**config.mk**
```make
export PLATFORM = sky130hd
export DESIGN_NAME = pipe_stage_reg
export DESIGN_NICKNAME = d
export VERILOG_FILES = /design/src/rtl/pipe_pkg.sv /design/src/rtl/pipe_skid_buf.sv /design/src/rtl/pipe_stage_reg.sv
export SDC_FILE = /design/constraint.sdc
export NUM_CORES = 1
export LEC_CHECK = 0
export CAP_MARGIN = 20
export CORE_MARGIN = 10
export CORE_UTILIZATION = 42
export DETAILED_ROUTE_END_ITERATION = 7
export PLACE_DENSITY_LB_ADDON = 0.1
export SETUP_SLACK_MARGIN = 0.02
export SLEW_MARGIN = 20
export SYNTH_ARGS = -nofsm -noshare
export SYNTH_HDL_FRONTEND = slang
export SYNTH_HIERARCHICAL = 1
export SYNTH_SLANG_ARGS = --single-unit
```
**constraint.sdc**
```tcl
create_clock -name clk -period 2.7 [get_ports clk]
set_input_delay 0.54 -clock clk [delete_from_list [all_inputs] [get_ports clk]]
set_output_delay 0.54 -clock clk [all_outputs]
set_load 0.02 [all_outputs]
```
**src/rtl/pipe_pkg.sv**
```systemverilog
// pipe_pkg: shared pipeline-register widths, bubble values and stage/occupancy enums.
package pipe_pkg;
   localparam int IFID_CTRL_W  = 0;
   localparam int IDEX_CTRL_W  = 16;
   localparam int EXMEM_CTRL_W = 11;
   localparam int MEMWB_CTRL_W = 5;
   localparam logic [IDEX_CTRL_W-1:0]  BUBBLE_IDEX_CTRL  = '0;
   localparam logic [EXMEM_CTRL_W-1:0] BUBBLE_EXMEM_CTRL = '0;
   localparam logic [MEMWB_CTRL_W-1:0] BUBBLE_MEMWB_CTRL = '0;
   typedef enum logic [2:0] {IF, ID, EX, MEM, WB} stage_e;
   // Encoding doubles as the entry count presented on occupancy.
   typedef enum logic [1:0] {ST_EMPTY = 2'd0, ST_ONE = 2'd1, ST_TWO = 2'd2} occ_e;
endpackage

```
**src/rtl/pipe_skid_buf.sv**
```systemverilog
// pipe_skid_buf: one-entry holding register with valid flag; reset clears, write wins over read.
module pipe_skid_buf #(
   parameter int W = 8
) (
   input  logic         clk,
   input  logic         reset,
   input  logic         wr,
   input  logic         rd,
   input  logic [W-1:0] wr_data,
   output logic         valid,
   output logic [W-1:0] rd_data
);
   logic         valid_q, valid_d;
   logic [W-1:0] data_q, data_d;
   always_comb begin
      valid_d = reset ? 1'b0 : wr ? 1'b1 : rd ? 1'b0 : valid_q;
      data_d  = wr ? wr_data : data_q;
   end
   always_ff @(posedge clk) begin
      valid_q <= valid_d;
      data_q  <= data_d;
   end
   assign valid   = valid_q;
   assign rd_data = data_q;
endmodule

```
**src/rtl/pipe_stage_reg.sv**
```systemverilog
// pipe_stage_reg: valid/ready pipeline register with flush-to-bubble and stall.
// Define PIPE_STAGE_SKID_EN to add a one-entry skid buffer and a registered in_ready.
module pipe_stage_reg
   import pipe_pkg::*;
#(
   parameter int                DATA_W      = 32,
   parameter int                CTRL_W      = 11,
   parameter logic [CTRL_W-1:0] BUBBLE_CTRL = '0
) (
   input  logic              clk,
   input  logic              reset,
   input  logic              flush,
   input  logic              stall,
   input  logic              in_valid,
   output logic              in_ready,
   input  logic [DATA_W-1:0] in_data,
   input  logic [CTRL_W-1:0] in_ctrl,
   output logic              out_valid,
   input  logic              out_ready,
   output logic [DATA_W-1:0] out_data,
   output logic [CTRL_W-1:0] out_ctrl,
   output logic [1:0]        occupancy
);
   occ_e              state_q, state_d;
   logic [DATA_W-1:0] data_q, data_d;
   logic [CTRL_W-1:0] ctrl_q, ctrl_d;
   logic              in_fire, out_fire;
   assign out_valid = state_q != ST_EMPTY;
   assign in_fire   = in_valid & in_ready;
   assign out_fire  = out_valid & out_ready & !stall;
`ifdef PIPE_STAGE_SKID_EN
   logic                     skid_valid, skid_wr, skid_rd;
   logic [DATA_W+CTRL_W-1:0] skid_data;
   assign in_ready = !reset & !flush & !skid_valid;
   assign skid_wr  = in_fire & out_valid & !out_fire;
   assign skid_rd  = out_fire & skid_valid;
   pipe_skid_buf #(.W(DATA_W + CTRL_W)) u_skid (
      .clk     (clk),
      .reset   (reset | flush),
      .wr      (skid_wr),
      .rd      (skid_rd),
      .wr_data ({in_data, in_ctrl}),
      .valid   (skid_valid),
      .rd_data (skid_data)
   );
`else
   assign in_ready = !reset & !flush & (!out_valid | (out_ready & !stall));
`endif
   always_comb begin
      state_d = state_q;
      data_d  = data_q;
      ctrl_d  = ctrl_q;
`ifdef PIPE_STAGE_SKID_EN
      // Skid holds the older entry, so it refills main before any new input.
      if (skid_valid) begin
         if (out_fire) begin
            {data_d, ctrl_d} = skid_data;
            state_d          = ST_ONE;
         end
      end else if (in_fire) begin
         if (!out_valid | out_fire) begin
            data_d = in_data;
            ctrl_d = in_ctrl;
         end
         state_d = (out_valid & !out_fire) ? ST_TWO : ST_ONE;
      end else if (out_fire) begin
         state_d = ST_EMPTY;
      end
`else
      if (in_fire) begin
         data_d  = in_data;
         ctrl_d  = in_ctrl;
         state_d = ST_ONE;
      end else if (out_fire) begin
         state_d = ST_EMPTY;
      end
`endif
      if (reset | flush) begin
         state_d = ST_EMPTY;
         data_d  = '0;
         ctrl_d  = BUBBLE_CTRL;
      end
   end
   always_ff @(posedge clk) begin
      state_q <= state_d;
      data_q  <= data_d;
      ctrl_q  <= ctrl_d;
   end
   assign out_data  = data_q;
   assign out_ctrl  = ctrl_q;
   assign occupancy = state_q;
endmodule

```
==> Yosys cells after proc, flatten, opt, wreduce, memory -nomap -nowiden <==
Cells that the tools add are included.
{ "op_classes": {"n_bitwise": 8, "n_mux": 2, "n_reduce_logical": 5} }
{ "ops": {"columns": ["cell", "n"], "rows": [
  ["1-bit bitwise AND", 6],
  ["1-bit logical NOT", 4],
  ["1-bit two-way mux", 2],
  ["1-bit OR", 2],
  ["2-bit nonzero test", 1]
]} }
{ "word_totals": {"inputBits": 49, "elab_cells": 18, "reg_bits": 44, "out_inout_bits": 47} }

==> Longest topological paths before layout <==
{ "logic_depth": {"word_depth": 6, "depth_mapped": 5, "ltp_nobuf": 3} }

==> Worst setup path before layout <==
OpenSTA, ideal clock, no wires.
{ "synth_path": {"kind": "input -> output", "start": "input out_ready", "end": "output in_ready", "path_buffers": 0, "slack_ns": 0.921, "path_stages": 3, "arrival_ns": 1.239, "required_ns": 2.160, "path_cell_list": "nor2b_1 -> nor2_1 -> nor3_1"} }
{ "synth_via": {"elab_chain_cells": 3} }
{ "synth_rtl": {"columns": ["element", "line", "text"], "rows": [
  ["from (decl)", "pipe_stage_reg.sv:19", "input logic out_ready,"],
  ["1-bit bitwise AND", "pipe_stage_reg.sv:47", "assign in_ready = !reset & !flush & (!out_valid | (out_ready & !stall));"],
  ["1-bit OR", "pipe_stage_reg.sv:47", null],
  ["1-bit bitwise AND", "pipe_stage_reg.sv:47", null],
  ["to (decl)", "pipe_stage_reg.sv:15", "output logic in_ready,"]
]} }
Every way passes these cells.

==> Final worst setup path <==
Ends and elaborated chain as after synthesis.

==> impl_metrics.prom <==
# TYPE chip_impl_metric gauge
chip_impl_metric{name="number_of_buffers_inserted_during_clock_tree_synthesis",unit=""} 5
chip_impl_info{name="grt_setup_unrepaired",value="false"} 1
chip_impl_metric{name="drt_iter0_drc",unit=""} 48
chip_impl_info{name="launch_instance_of_the_worst_min_delay_path",value="out_ctrl[10]"} 1
chip_impl_info{name="worstReg2RegStart",value="occupancy[0]"} 1
chip_impl_info{name="timing.rr.end",value="out_data[17]"} 1
chip_impl_metric{name="ant_nets",unit=""} 0
chip_impl_metric{name="wl_per_cell",unit="µm"} 13.4
chip_impl_metric{name="timing.fmax",unit="GHz"} 0.397
chip_impl_info{name="end_kind",value="output pin"} 1
chip_impl_info{name="largest_cells_by_area_after_synthesis",value="dfxtp_1 48%, mux2i_1 24%, inv_1 8.8%"} 1
chip_impl_info{name="status",value="complete, no violations"} 1
chip_impl_metric{name="r2r_slack",unit="ps"} 1320
chip_impl_metric{name="arrival",unit="ps"} 1980
chip_impl_metric{name="leakagePower",unit="nW"} 1.45
chip_impl_metric{name="reg2regPathDepth",unit=""} 4
chip_impl_metric{name="vdd.ir_drop.worst",unit="mV"} 0.329
chip_impl_metric{name="post_synthesis_average_cell_area",unit="µm²"} 9.53
chip_impl_metric{name="detailed_place.area",unit="µm²"} 2730
chip_impl_info{name="worst-setup-path-type",value="in -> out"} 1
chip_impl_info{name="worstPathCellList",value="clkdlybuf4s50_1 > nor2b_1 > nor2_1 > nor3_1 > clkdlybuf4s50_1"} 1
chip_impl_metric{name="max_cap_check_violation_count",unit=""} 0
chip_impl_metric{name="die_width",unit="µm"} 86.0
chip_impl_metric{name="timing.final.setup_violations",unit=""} 0
chip_impl_metric{name="clk_transition_reported_paths",unit="ps"} 70
chip_impl_info{name="synth_largest_area_cell",value="dfxtp_1"} 1
chip_impl_metric{name="synthToLayoutAreaGrowth",unit="%"} 54.2
chip_impl_info{name="layout_commonest_cell",value="clkdlybuf4s50_1"} 1
chip_impl_metric{name="synth.yosys.warnings",unit=""} 6
chip_impl_metric{name="slew_viol_final",unit=""} 0
chip_impl_info{name="hold_path.class",value="reg -> reg"} 1
chip_impl_metric{name="cts_hold_repair.buffers",unit=""} 0
chip_impl_info{name="clk_root_buffer_cell",value="clkbuf_8"} 1
chip_impl_metric{name="cts.htree.levels",unit=""} 2
chip_impl_info{name="critical_path.slowest_cell",value="clkdlybuf4s50_1"} 1
chip_impl_metric{name="layout.nets",unit=""} 335
chip_impl_metric{name="post_synth_instance_area",unit="µm²"} 1830
chip_impl_info{name="tritoncts_clock_tree",value="yes"} 1
chip_impl_metric{name="ports_placed_on_the_boundary",unit=""} 96
chip_impl_metric{name="dr_total_vias",unit=""} 1467
chip_impl_metric{name="floorplan.rows",unit=""} 23
chip_impl_metric{name="first_global_vias",unit=""} 1411
chip_impl_metric{name="grt_antenna_before_repair",unit=""} 0
chip_impl_metric{name="pre_antenna_drt_iters",unit=""} 2
chip_impl_metric{name="finalHoldViolCount",unit=""} 0
chip_impl_metric{name="wl",unit="mm"} 4.53
chip_impl_metric{name="post-cts-setup-buffers",unit=""} 0
chip_impl_metric{name="post_route_cells_drive_above_1_share",unit="%"} 4.18
chip_impl_metric{name="detailed_place_hpwl",unit="mm"} 3.56
chip_impl_metric{name="hold_crit_depth",unit=""} 2
chip_impl_metric{name="gp_congestion",unit=""} 0.795
chip_impl_metric{name="yosys.area.top_type_share",unit="%"} 48.2
chip_impl_info{name="timing.hold.worst_endpoint",value="out_ctrl[10]"} 1
chip_impl_metric{name="fin_area",unit="µm²"} 2820
chip_impl_metric{name="starting_density",unit="%"} 44.5
chip_impl_metric{name="grt-ovfl-total",unit=""} 0
chip_impl_metric{name="post_synth_num_cell_types",unit=""} 16
chip_impl_metric{name="grt_pass1_wl",unit="mm"} 7.15
chip_impl_metric{name="clock-skew-final",unit="ps"} 10.7
chip_impl_metric{name="global_route.usage.total",unit="%"} 12.1
chip_impl_metric{name="synth_sequential_area_ratio",unit="%"} 48.2
chip_impl_metric{name="maximum_fanout_encountered_on_the_critical_timing_path",unit=""} 2
chip_impl_metric{name="floorplan.core_area",unit="µm²"} 4120
chip_impl_metric{name="finalSetupTns",unit="ps"} 0
chip_impl_metric{name="clock_insertion_delay_worst_skew",unit="ps"} 290
chip_impl_info{name="mostFrequentLayoutCells",value="94 x clkdlybuf4s50_1, 44 x dfxtp_1, 43 x inv_1, 43 x nand2_1, 43 x mux2i_1"} 1
chip_impl_metric{name="routed_vias_inst",unit=""} 4.35
chip_impl_metric{name="fin_crit_sh",unit="%"} 93.3
chip_impl_metric{name="required",unit="ps"} 2160
chip_impl_metric{name="post_synth_inst_count",unit=""} 192
chip_impl_metric{name="period_minus_ws_final",unit="ps"} 2520
chip_impl_metric{name="p_per_area",unit="nW/µm²"} 472
chip_impl_info{name="critPathMostFrequentCell",value="clkdlybuf4s50_1"} 1
chip_impl_metric{name="pre_cts_slack",unit="ps"} 174
chip_impl_metric{name="port-buffer-count",unit=""} 94
chip_impl_metric{name="postSynthRegisterBits",unit=""} 44
chip_impl_info{name="worst_setup_path_start_kind",value="input pin"} 1
chip_impl_metric{name="maximum_number_of_pins_on_one_net_before_global_route_repair",unit=""} 45
chip_impl_metric{name="timing.critical_path.slowest_cell_delay",unit="ps"} 640
chip_impl_metric{name="antenna_cells",unit=""} 0
chip_impl_metric{name="floorplan.die_area",unit="µm²"} 7400
chip_impl_metric{name="cts_num_sinks",unit=""} 44
chip_impl_metric{name="cts_resized",unit=""} 0
chip_impl_metric{name="die_height",unit="µm"} 86.0
chip_impl_metric{name="drt_drc_violations_left",unit=""} 0
chip_impl_metric{name="clock_tree.buffer_depth",unit=""} 2
chip_impl_metric{name="syn-num-nets",unit=""} 241
chip_impl_metric{name="layout_setup_ws",unit="ps"} 181
[worst max path at each step]
stage                   start  endpoint
floorplan           out_ready  in_ready
global placement    out_ready  in_ready
detailed placement  out_ready  in_ready
CTS                 out_ready  in_ready
global route        out_ready  in_ready
finish              out_ready  in_ready
[sequential cells by signal, indices dropped and copies added, names as in the netlist]
name / cells
out_data: 32
occupancy: 1
out_ctrl: 11
[power breakdown]
group          leakage [nW]  switching (mW)  internal (mW)
sequential            0.359          0.0121          0.674
combinational          1.04          0.0971          0.133
clock                0.0455           0.205          0.209
total                  1.45           0.314           1.02
[logic make-up (layout without fill, tap and decap cells)]
group / count (synthesis) / in the layout / share of synthesized area (%)
flip-flops: 44 / 44 / 48.2
AND/OR/NAND/NOR: 47 / 47 / 10.3
buffers and inverters: 55 / 150 / 16.8
AO/OA/AOI/OAI: 2 / 2 / 1.09
other: 1 / 1 / 0.205
multiplexers: 43 / 43 / 23.5
[metal layers]
layer / vias up / track usage (%) / share of wire [%]
met5: - / 0 / 0
met4: 0 / 3.59 / 0.71
met3: 5 / 7.85 / 12
met2: 52 / 19.3 / 48
met1: 647 / 12.7 / 39
li1: 763 / - / -
[per-stage QoR]
stage | instances | utilization [%] | total power [mW] | hold slack (ps)
floorplan | 192 | - | 0.809 | 534
global placement | 329 | 66.3 | 0.932 | 444
detailed placement | 329 | 66.3 | 0.935 | 455
CTS | 337 | 68.5 | 1.35 | 463
global route | 337 | 68.5 | 1.40 | 483
finish | 337 | 68.5 | 1.33 | 458
[critical path, delay by kind of cell]
family                 cells  cell delay, ps
buffers and inverters      2            1090
and+or+nand+nor            3             350
[synth_stat cells]
library cell,number
dlygate4sd1_1,4
inv_1,43
o21a_1,1
nor2b_1,1
conb_1,1
buf_12,4
nor2_1,1
mux2i_1,43
o211ai_2,1
nand2_1,43
clkinv_1,1
buf_6,1
buf_4,2
dfxtp_1,44
nor3_1,1
nor2_4,1
[final cells by class]
cell class              count  area [µm²]
repair buffers             98         971
multi-input cells          93         651
fillers                   356        1290
flip-flops and latches     44         881
well taps                  50        62.6
clock buffers               8        90.1
inverters                  44         165
Note: power is estimated with default switching activity, not from simulation.
